File: src/rtl/vc_wrr_scheduler.sv
// Weighted round-robin scheduler popping from two VC FIFOs and routing each
// word to one of two destination FIFOs by bit 4, with per-destination backpressure.
module vc_wrr_scheduler #(
    parameter int unsigned W0 = 3,
    parameter int unsigned W1 = 1
) (
    input  logic       clk,
    input  logic       reset,
    input  logic       VC0_empty,
    input  logic       VC1_empty,
    input  logic [5:0] data_VC0,
    input  logic [5:0] data_VC1,
    input  logic       full_D0,
    input  logic       full_D1,
    input  logic       almost_full_D0,
    input  logic       almost_full_D1,
    output logic       VC0_pop,
    output logic       VC1_pop,
    output logic       push_D0,
    output logic       push_D1,
    output logic [5:0] data_out,
    output logic [1:0] sched_state
);

    localparam int unsigned DW       = 6;
    localparam int unsigned CW       = 4;
    localparam int unsigned DEST_BIT = 4;

    localparam logic [CW-1:0] W0_L = CW'(W0);
    localparam logic [CW-1:0] W1_L = CW'(W1);

    localparam logic [1:0] ST_IDLE   = 2'd0;
    localparam logic [1:0] ST_ACTIVE = 2'd1;
    localparam logic [1:0] ST_STALL  = 2'd2;

    logic          cur_q;
    logic [CW-1:0] cnt_q;

    logic          cur_d;
    logic [CW-1:0] cnt_d;
    logic [1:0]    state_d;

    logic          pause_d0;
    logic          pause_d1;
    logic          elig0;
    logic          elig1;
    logic          elig_cur;
    logic          elig_oth;
    logic          grant;
    logic          gsel;
    logic [CW-1:0] n_cnt;
    logic [CW-1:0] w_sel;
    logic [DW-1:0] gword;

    // Eligibility: a VC may be served only if its head's destination is not paused
    always_comb begin
        pause_d0 = almost_full_D0 | full_D0;
        pause_d1 = almost_full_D1 | full_D1;
        elig0    = ~VC0_empty & ~(data_VC0[DEST_BIT] ? pause_d1 : pause_d0);
        elig1    = ~VC1_empty & ~(data_VC1[DEST_BIT] ? pause_d1 : pause_d0);
        elig_cur = cur_q ? elig1 : elig0;
        elig_oth = cur_q ? elig0 : elig1;
    end

    // Grant selection and weight bookkeeping
    always_comb begin
        grant   = 1'b0;
        gsel    = cur_q;
        cur_d   = cur_q;
        cnt_d   = cnt_q;
        n_cnt   = '0;
        w_sel   = W0_L;
        state_d = ST_STALL;

        if (!reset) begin
            if (elig_cur) begin
                grant = 1'b1;
                gsel  = cur_q;
            end else if (elig_oth) begin
                grant = 1'b1;
                gsel  = ~cur_q;
            end
        end

        w_sel = gsel ? W1_L : W0_L;
        if (grant) begin
            n_cnt = (gsel == cur_q) ? cnt_q + CW'(1) : CW'(1);
            if (n_cnt == w_sel) begin
                cur_d = ~gsel;
                cnt_d = '0;
            end else begin
                cur_d = gsel;
                cnt_d = n_cnt;
            end
        end

        if (grant) begin
            state_d = ST_ACTIVE;
        end else if (VC0_empty && VC1_empty) begin
            state_d = ST_IDLE;
        end else begin
            state_d = ST_STALL;
        end
    end

    assign gword   = gsel ? data_VC1 : data_VC0;
    assign VC0_pop = grant & ~gsel;
    assign VC1_pop = grant & gsel;

    // Scheduler state and the one-cycle push stage
    always_ff @(posedge clk) begin
        if (reset) begin
            cur_q       <= 1'b0;
            cnt_q       <= '0;
            push_D0     <= 1'b0;
            push_D1     <= 1'b0;
            data_out    <= '0;
            sched_state <= ST_IDLE;
        end else begin
            cur_q       <= cur_d;
            cnt_q       <= cnt_d;
            push_D0     <= grant & ~gword[DEST_BIT];
            push_D1     <= grant & gword[DEST_BIT];
            sched_state <= state_d;
            if (grant) begin
                data_out <= gword;
            end
        end
    end

endmodule

File: config.mk
export PLATFORM = sky130hd
export DESIGN_NAME = vc_wrr_scheduler
export DESIGN_NICKNAME = d
export VERILOG_FILES = /design/src/rtl/vc_wrr_scheduler.sv
export SDC_FILE = /design/constraint.sdc
export NUM_CORES = 1
export LEC_CHECK = 0
export ABC_AREA = 0
export ABC_CLOCK_PERIOD_IN_PS = 3000
export CAP_MARGIN = 20
export CORE_ASPECT_RATIO = 1.75
export CORE_MARGIN = 2
export CORE_UTILIZATION = 35
export DETAILED_ROUTE_END_ITERATION = 7
export PLACE_DENSITY = 0.65
export SLEW_MARGIN = 10
export SYNTH_ARGS = -nofsm -noshare
export SYNTH_HDL_FRONTEND = slang
export SYNTH_SLANG_ARGS = --single-unit
File: constraint.sdc
create_clock -name clk -period 3 [get_ports clk]
set_input_delay 0.75 -clock clk [delete_from_list [all_inputs] [get_ports clk]]
set_output_delay 0.75 -clock clk [all_outputs]
set_load 0.05 [all_outputs]
Word-level counts from Yosys, hierarchy flattened
Cells that the tools add are included. Widths: inputs -> output; s select.

$add $sub $neg: 1. Reductions and logical operators: 2. Multiplexer cells: 17. Eq/ne operators: 2. Bitwise logic cells: 15.

Operator list (count): $mux 1 (12); $mux 4 (2); $not 1->1 (7); $and 1x1->1 (6); $mux 6 (1); $add 4x1->4 const B (1); $eq 4x2->1 (1); $mux 2 (2); $or 1x1->1 (2); $reduce_or 2->1 (1); $eq 1x1->1 (1); $logic_and 1x1->1 (1).

Bits of input ports: 20. Logic and storage cells: 44. Bits in registers: 15.

Longest topological paths before layout
Gate-level depths: netlist of the first run.

Depth in word-level cells: 12. Gate-level depth with buffers: 7.

Worst setup path after synthesis of the first run
No wires, ideal clock.

Path kind: input -> output. Start point: in VC1_empty. End point: out VC1_pop. Path buffers: 0. Cell stages on the path: 3. Arrival: 2.448 ns. Path slack: -0.198 ns. Cells stage by stage: nor4b_1 -> nor2_1 -> nor3_1.

Longest elaborated chain between the ends: 7. Elaborated cells on any way between the ends: 11.

Ends and longest elaborated chain: start: declaration (line 10) `input logic VC1_empty,`; $not 1->1 * (line 60) `elig1 = ~VC1_empty & ~(data_VC1[DEST_BIT] ? pause_d1 : pause_d0);`; $and 1x1->1 * (line 60); $mux 1 (line 62) `elig_oth = cur_q ? elig0 : elig1;`; $mux 1 (line 79) `end else if (elig_oth) begin`; $mux 1 (line 76) `if (elig_cur) begin`; $mux 1 (line 75) `if (!reset) begin`; $and 1x1->1 * (line 108) `assign VC1_pop = grant & gsel;`; end: declaration (line 18) `output logic VC1_pop,`.

Mark *: on every way between the ends. The rest lies on a longest branch, timed or not.

Worst setup path after layout of the first run
Start point: in almost_full_D0. End point: out VC0_pop.

Longest elaborated chain between the ends: 10. Elaborated cells on any way between the ends: 17.

Ends and longest elaborated chain: start: declaration (line 15) `input logic almost_full_D0,`; $or 1x1->1 * (line 57) `pause_d0 = almost_full_D0 | full_D0;`; $mux 1, on equally long branches (line 60, 59); $not 1->1, on equally long branches (line 60, 59); $and 1x1->1, on equally long branches (line 60, 59); $mux 1 (line 62); $mux 1 (line 79); $mux 1 (line 76); $mux 1 (line 75); $not 1->1 (line 107) `assign VC0_pop = grant & ~gsel;`; $and 1x1->1 * (line 107); end: declaration (line 17) `output logic VC0_pop,`.

Marks and branches as above.

==> results.cfg, run 1 <==
[layout]
mostFrequentLayoutCells = nor2_1, clkdlybuf4s50_1, dfxtp_1
final_layout_size_suffix_gt1_share_pct = 21.9
insertedDiodeCount = 0
finalNetCount = 168
fin_area_mm2 = 0.00136
final_common_cell = nor2_1
syn_to_final_growth_pct = 53.6

[sta]
slew_headroom_pct = 65.0
finalSetupTns_ns = 0
setup_ws_ns = 0.0656
hold_viol_final = 0
skew_ns = 0.00675
finalMaxSlewViolations = 0
setup_viol = 0
tightest_slew_ns = 0.524
max_freq_mhz = 341
period_share_pct = 97.8
period_needed_ns = 2.93
rsz0062_at_grt = false

[floorplanning]
dieHeight_um = 70.4
dieArea_mm2 = 0.00295
coreArea_mm2 = 0.00243
die_width_um = 42.0
initial_utilization_pct = 36.3
ios = 32
rows = 24

[clock_tree]
clock_latency_ns = 0.25
post_cts_buffers = 0
clk_pin_slew_worst_paths_ns = 0.07
cts-buffers-inserted = 3
ctsHoldBuffers = 0
cts.sinks = 15
cts.htree.levels = 1
cts_tree = done
root_buffer = clkbuf_8
clockBufferDepth = 2

[job]
max-cap-violations = 0

[route]
routedWlPerCell_um = 14.2
drtIter0Drc = 27
drc_errors = 0
vias = 980
ant_nets = 0
viasPerCell = 5.70
routed_wl_mm = 2.45
dr.pass1.iters = 4

[power]
max-vdd-ir-drop_v = 0.000220
power_frac_comb_pct = 32.3
p_total_mw = 0.579
p_per_area_mw_per_mm2 = 427
power_switching_mw = 0.194
p_leak_nw = 0.591
p_clk_share_pct = 29.6
switching_share_pct = 33.5
power.internal_mw = 0.385
seq_power_share_pct = 38.1

[logic_synthesis]
syn_area_per_cell_um2 = 8.40
synthTopCellsByArea = dfxtp_1, nor2_1, o211a_1
synth_cell_types = 38
syn_area_um2 = 882
synth_ff_type = dfxtp_1
synth.largest_area_cell = dfxtp_1
synth_enable_flop_cells = 0
syn_inst = 105
ys_seq_elements = 15
ys_async_sr_fraction_pct = 0
synth_nets = 126
yosysWarnings = 0
synth.top_cell.area_share_pct = 34.0
ys_seq_area_share_pct = 34.0

[worst_setup_path]
cp_max_fo = 2
crit_path_start_kind = input port
critPathRequiredTime_ns = 2.25
cpPeakStageDelay_ns = 0.42
end_kind = output pin
crit_type = input port to output pin
cpMaxStageDelayCell = clkdlybuf4s50_1
path_cells = clkdlybuf4s50_1 > or4_4 > and2_4 > a21o_1 > nor2_2 > buf_6
cp.arrival_ns = 2.18

[global_routing]
grt_pass1_vias = 989
grt-ovfl-total = 0
grt_start_max_net_pins = 18
grtUsageTotal_pct = 17.4
antenna_found_initial = 0
grt_pass1_wl_mm = 3.95

[placement]
dpl-instance-area_mm2 = 0.00130
dp_slack_ns = -0.103
place.port_buffers = 31
gp_congestion = 0.802
dp_hpwl_mm = 1.89

[worst_hold_path]
hold_class = flip-flop to flip-flop

[outcome]
status = finished clean
routing by layer:
| metal | track usage (%) | up-vias | wire, um |
|---|---|---|---|
| li1 | - | 472 | - |
| met1 | 14.9 | 474 | 869 |
| met2 | 34.2 | 28 | 1430 |
| met3 | 3.10 | 6 | 79 |
| met4 | 11.1 | 0 | 65 |
| met5 | 0 | - | 0 |
path summary, 6_finish.rpt:
check / end / slack, ns / depth (start not counted) / startpoint
setup / recovery: VC0_pop / 0.07 / 6 / almost_full_D0
hold / removal: data_out[4] / 0.53 / 2 / data_out[4]
setup reg to reg: cnt_q[0] / 1.41 / 6 / cnt_q[0]
hold reg to reg: data_out[4] / 0.53 / 2 / data_out[4]
critical path, delay by kind of cell:
kind	cells	cell delay, ns
buffers and inverters	2	0.58
AND/OR/NAND/NOR	3	0.68
AO/OA/AOI/OAI	1	0.17
stage by stage:
| step | instances | hold WS (ns) | utilization [%] |
|---|---|---|---|
| final | 172 | 0.525 | 55.7 |
| after CTS | 172 | 0.528 | 55.2 |
| after floorplan | 105 | 0.494 | - |
| after detailed placement | 168 | 0.517 | 53.4 |
| after global routing | 172 | 0.576 | 55.7 |
| after global placement | 168 | 0.508 | 53.4 |
sequential cells by signal, summed over array words and instances (netlist names):
signal       flops
sched_state      2
push_D0          1
cur_q            1
data_out         6
cnt_q            4
push_D1          1
power by group through the flow:
stage | registers, mW | logic (mW) | clock network, mW
after floorplan | 0.259 | 0.0800 | 0
after global placement | 0.225 | 0.186 | 0
after detailed placement | 0.225 | 0.189 | 0
after CTS | 0.221 | 0.187 | 0.176
after global routing | 0.222 | 0.200 | 0.186
final | 0.220 | 0.187 | 0.172
Yosys cell counts, types with 2 or more instances:
master,count
a21oi_1,8
nor3_1,2
clkbuf_1,3
a211oi_1,2
o21ai_1,3
o211a_1,5
nor2_1,24
inv_1,2
a22oi_1,4
a21o_1,2
a31oi_1,2
buf_2,3
dfxtp_1,15
o21ai_0,3
nand2_1,4
logic make-up (layout without fill, tap and decap cells):
group	after synthesis	after routing	synth area share [%]
xor gates and xnor gates	2	2	1.99
buffers and inverters	9	50	5.11
and+or+nand+nor	37	37	19.9
muxes	1	1	1.13
adders and majority gates	2	2	2.69
DFF	15	15	34.0
AOI/OAI and AO/OA	39	39	35.2
area by class of cell:
class                           instances  area [um^2]
Clock inverter                          1         5.00
Tap cell                               26         32.5
Sequential cell                        15          300
Clock buffer                            3         41.3
Fill cell                             239         1080
Timing Repair Buffer                   44          418
Multi-Input combinational cell         81          551
Inverter                                2         7.51
what timing repair did:
item	CTS	global route
pin swaps	2	1
endpoints found under the setup margin	2	1
gates resized for setup	6	3
No activity file was read; power rests on OpenSTA's default activity.
==> run 2, diff against run 1 <==
--- a/config.mk
+++ b/config.mk
@@ -7,11 +7,12 @@
 export LEC_CHECK = 0
 export ABC_AREA = 0
 export ABC_CLOCK_PERIOD_IN_PS = 3000
-export CAP_MARGIN = 20
+export CAP_MARGIN = 25
 export CORE_ASPECT_RATIO = 1.75
 export CORE_MARGIN = 2
 export CORE_UTILIZATION = 35
 export DETAILED_ROUTE_END_ITERATION = 7
+export MAX_ROUTING_LAYER = met4
 export PLACE_DENSITY = 0.65
 export SLEW_MARGIN = 10
 export SYNTH_ARGS = -nofsm -noshare
==> run 2 against run 1 <==
  * Critical path depth unchanged
  * Power is 0.17% higher
  * Sequential cell count unchanged
==> results.cfg, run 2 (same netlist as run 1, synthesis figures left out) <==
[outcome]
status = finished clean

[power]
switching_share_pct = 33.6
max-vdd-ir-drop_v = 0.000220
p_per_area_mw_per_mm2 = 428
seq_power_share_pct = 38.0
power_frac_comb_pct = 32.3
p_clk_share_pct = 29.7
p_leak_nw = 0.591
power.internal_mw = 0.385
power_switching_mw = 0.195

[sta]
finalSetupTns_ns = 0
setup_viol = 0
period_share_pct = 97.8
max_freq_mhz = 341
skew_ns = 0.00631
slew_headroom_pct = 65.1
hold_viol_final = 0
tightest_slew_ns = 0.522
rsz0062_at_grt = false
period_needed_ns = 2.93
finalMaxSlewViolations = 0

[floorplanning]
die_width_um = 42.0
dieArea_mm2 = 0.00295
coreArea_mm2 = 0.00243
rows = 24
ios = 32
dieHeight_um = 70.4
initial_utilization_pct = 36.3

[placement]
placed_cells = 168
place.port_buffers = 31
dp_hpwl_mm = 1.89
gp_congestion = 0.813

[layout]
final_common_cell = nor2_1
finalNetCount = 168
largestRegisters = data_out x6, cnt_q x4, sched_state x2
stdcell_count = 172
insertedDiodeCount = 0
mostFrequentLayoutCells = nor2_1, clkdlybuf4s50_1, dfxtp_1
final_layout_size_suffix_gt1_share_pct = 21.9
largest-register = data_out
largest_reg_flops = 6
syn_to_final_growth_pct = 53.6

[clock_tree]
clk_pin_slew_worst_paths_ns = 0.07
root_buffer = clkbuf_8
cts.sinks = 15
post_cts_buffers = 0
cts.htree.levels = 1
clockBufferDepth = 2
cts-buffers-inserted = 3
clock_latency_ns = 0.25
cts_tree = done
ctsHoldBuffers = 0

[route]
ant_nets = 0
routedWlPerCell_um = 14.4
vias = 965
dr.pass1.iters = 4
viasPerCell = 5.61
drtIter0Drc = 36
drc_errors = 0
routed_wl_mm = 2.48

[global_routing]
grt-ovfl-total = 0
grtUsageTotal_pct = 18.0
grt_pass1_wl_mm = 3.97
grt_pass1_vias = 986
grt_start_max_net_pins = 18
antenna_found_initial = 0

[job]
max-cap-violations = 0

[worst_setup_path]
critPathRequiredTime_ns = 2.25
end_kind = output pin
crit_path_start_kind = input port
cp_max_fo = 2
crit_type = input port to output pin
cp.arrival_ns = 2.18

[worst_hold_path]
hold_class = flip-flop to flip-flop
==> run 2: cell counts in the layout (fill, tap and decap cells not counted) <==
Identical to the previous run, type by type.
==> run 2: timing repair <==
action | in CTS | in global routing
hold endpoints to repair | 0 | 0
pin swaps | 2 | 1
endpoints found under the setup margin | 2 | 1
resized for setup | 6 | 3
==> run 2: path summary, 6_finish.rpt <==
check        slack, ns  cells after the start           start           to
max               0.07                      6  almost_full_D0      VC0_pop
min               0.53                      2     data_out[4]  data_out[4]
max reg2reg       1.40                      6        cnt_q[0]     cnt_q[0]
min reg2reg       0.53                      2     data_out[4]  data_out[4]
==> run 2: routing by layer <==
metal  GRT usage [%]  vias to the layer above  wire length, um
met5               -                        -                0
met4            11.1                        0               65
met3            2.84                        6               85
met2            34.2                       29             1450
met1            15.4                      460              876
li1                -                      470                -
==> run 2: per-stage QoR <==
step	power (mW)	cell area (um^2)	util (%)	worst slack, ns	hold WS (ns)
CTS	0.583	1340	55.2	0.0180	0.528
global route	0.607	1360	55.7	0.000828	0.576
detailed placement	0.414	1300	53.4	-0.103	0.517
finish	0.580	1360	55.7	0.0655	0.526
global placement	0.411	1300	53.4	-0.101	0.508
floorplan	0.339	890	-	0.0320	0.494
==> run 2: critical path, stage by stage <==
cell	delay, ns
clkdlybuf4s50_1	0.42
or4_4	0.42
and2_4	0.17
a21o_1	0.17
nor2_2	0.09
buf_6	0.16
==> run 2: power groups by stage <==
stage	Combinational, mW	Sequential, mW	Clock [mW]
final	0.187	0.220	0.172
after global routing	0.200	0.222	0.186
after CTS	0.187	0.221	0.176
after detailed placement	0.189	0.225	0
after global placement	0.186	0.225	0
after floorplan	0.0800	0.259	0
==> run 2: layout make-up <==
cell class                 count  area, um^2
clock buffer                   3        41.3
clock inverter                 1        5.00
fill                         239        1080
inverter                       2        7.51
multi-input combinational     81         551
sequential                    15         300
tap                           26        32.5
timing repair buffer          44         418
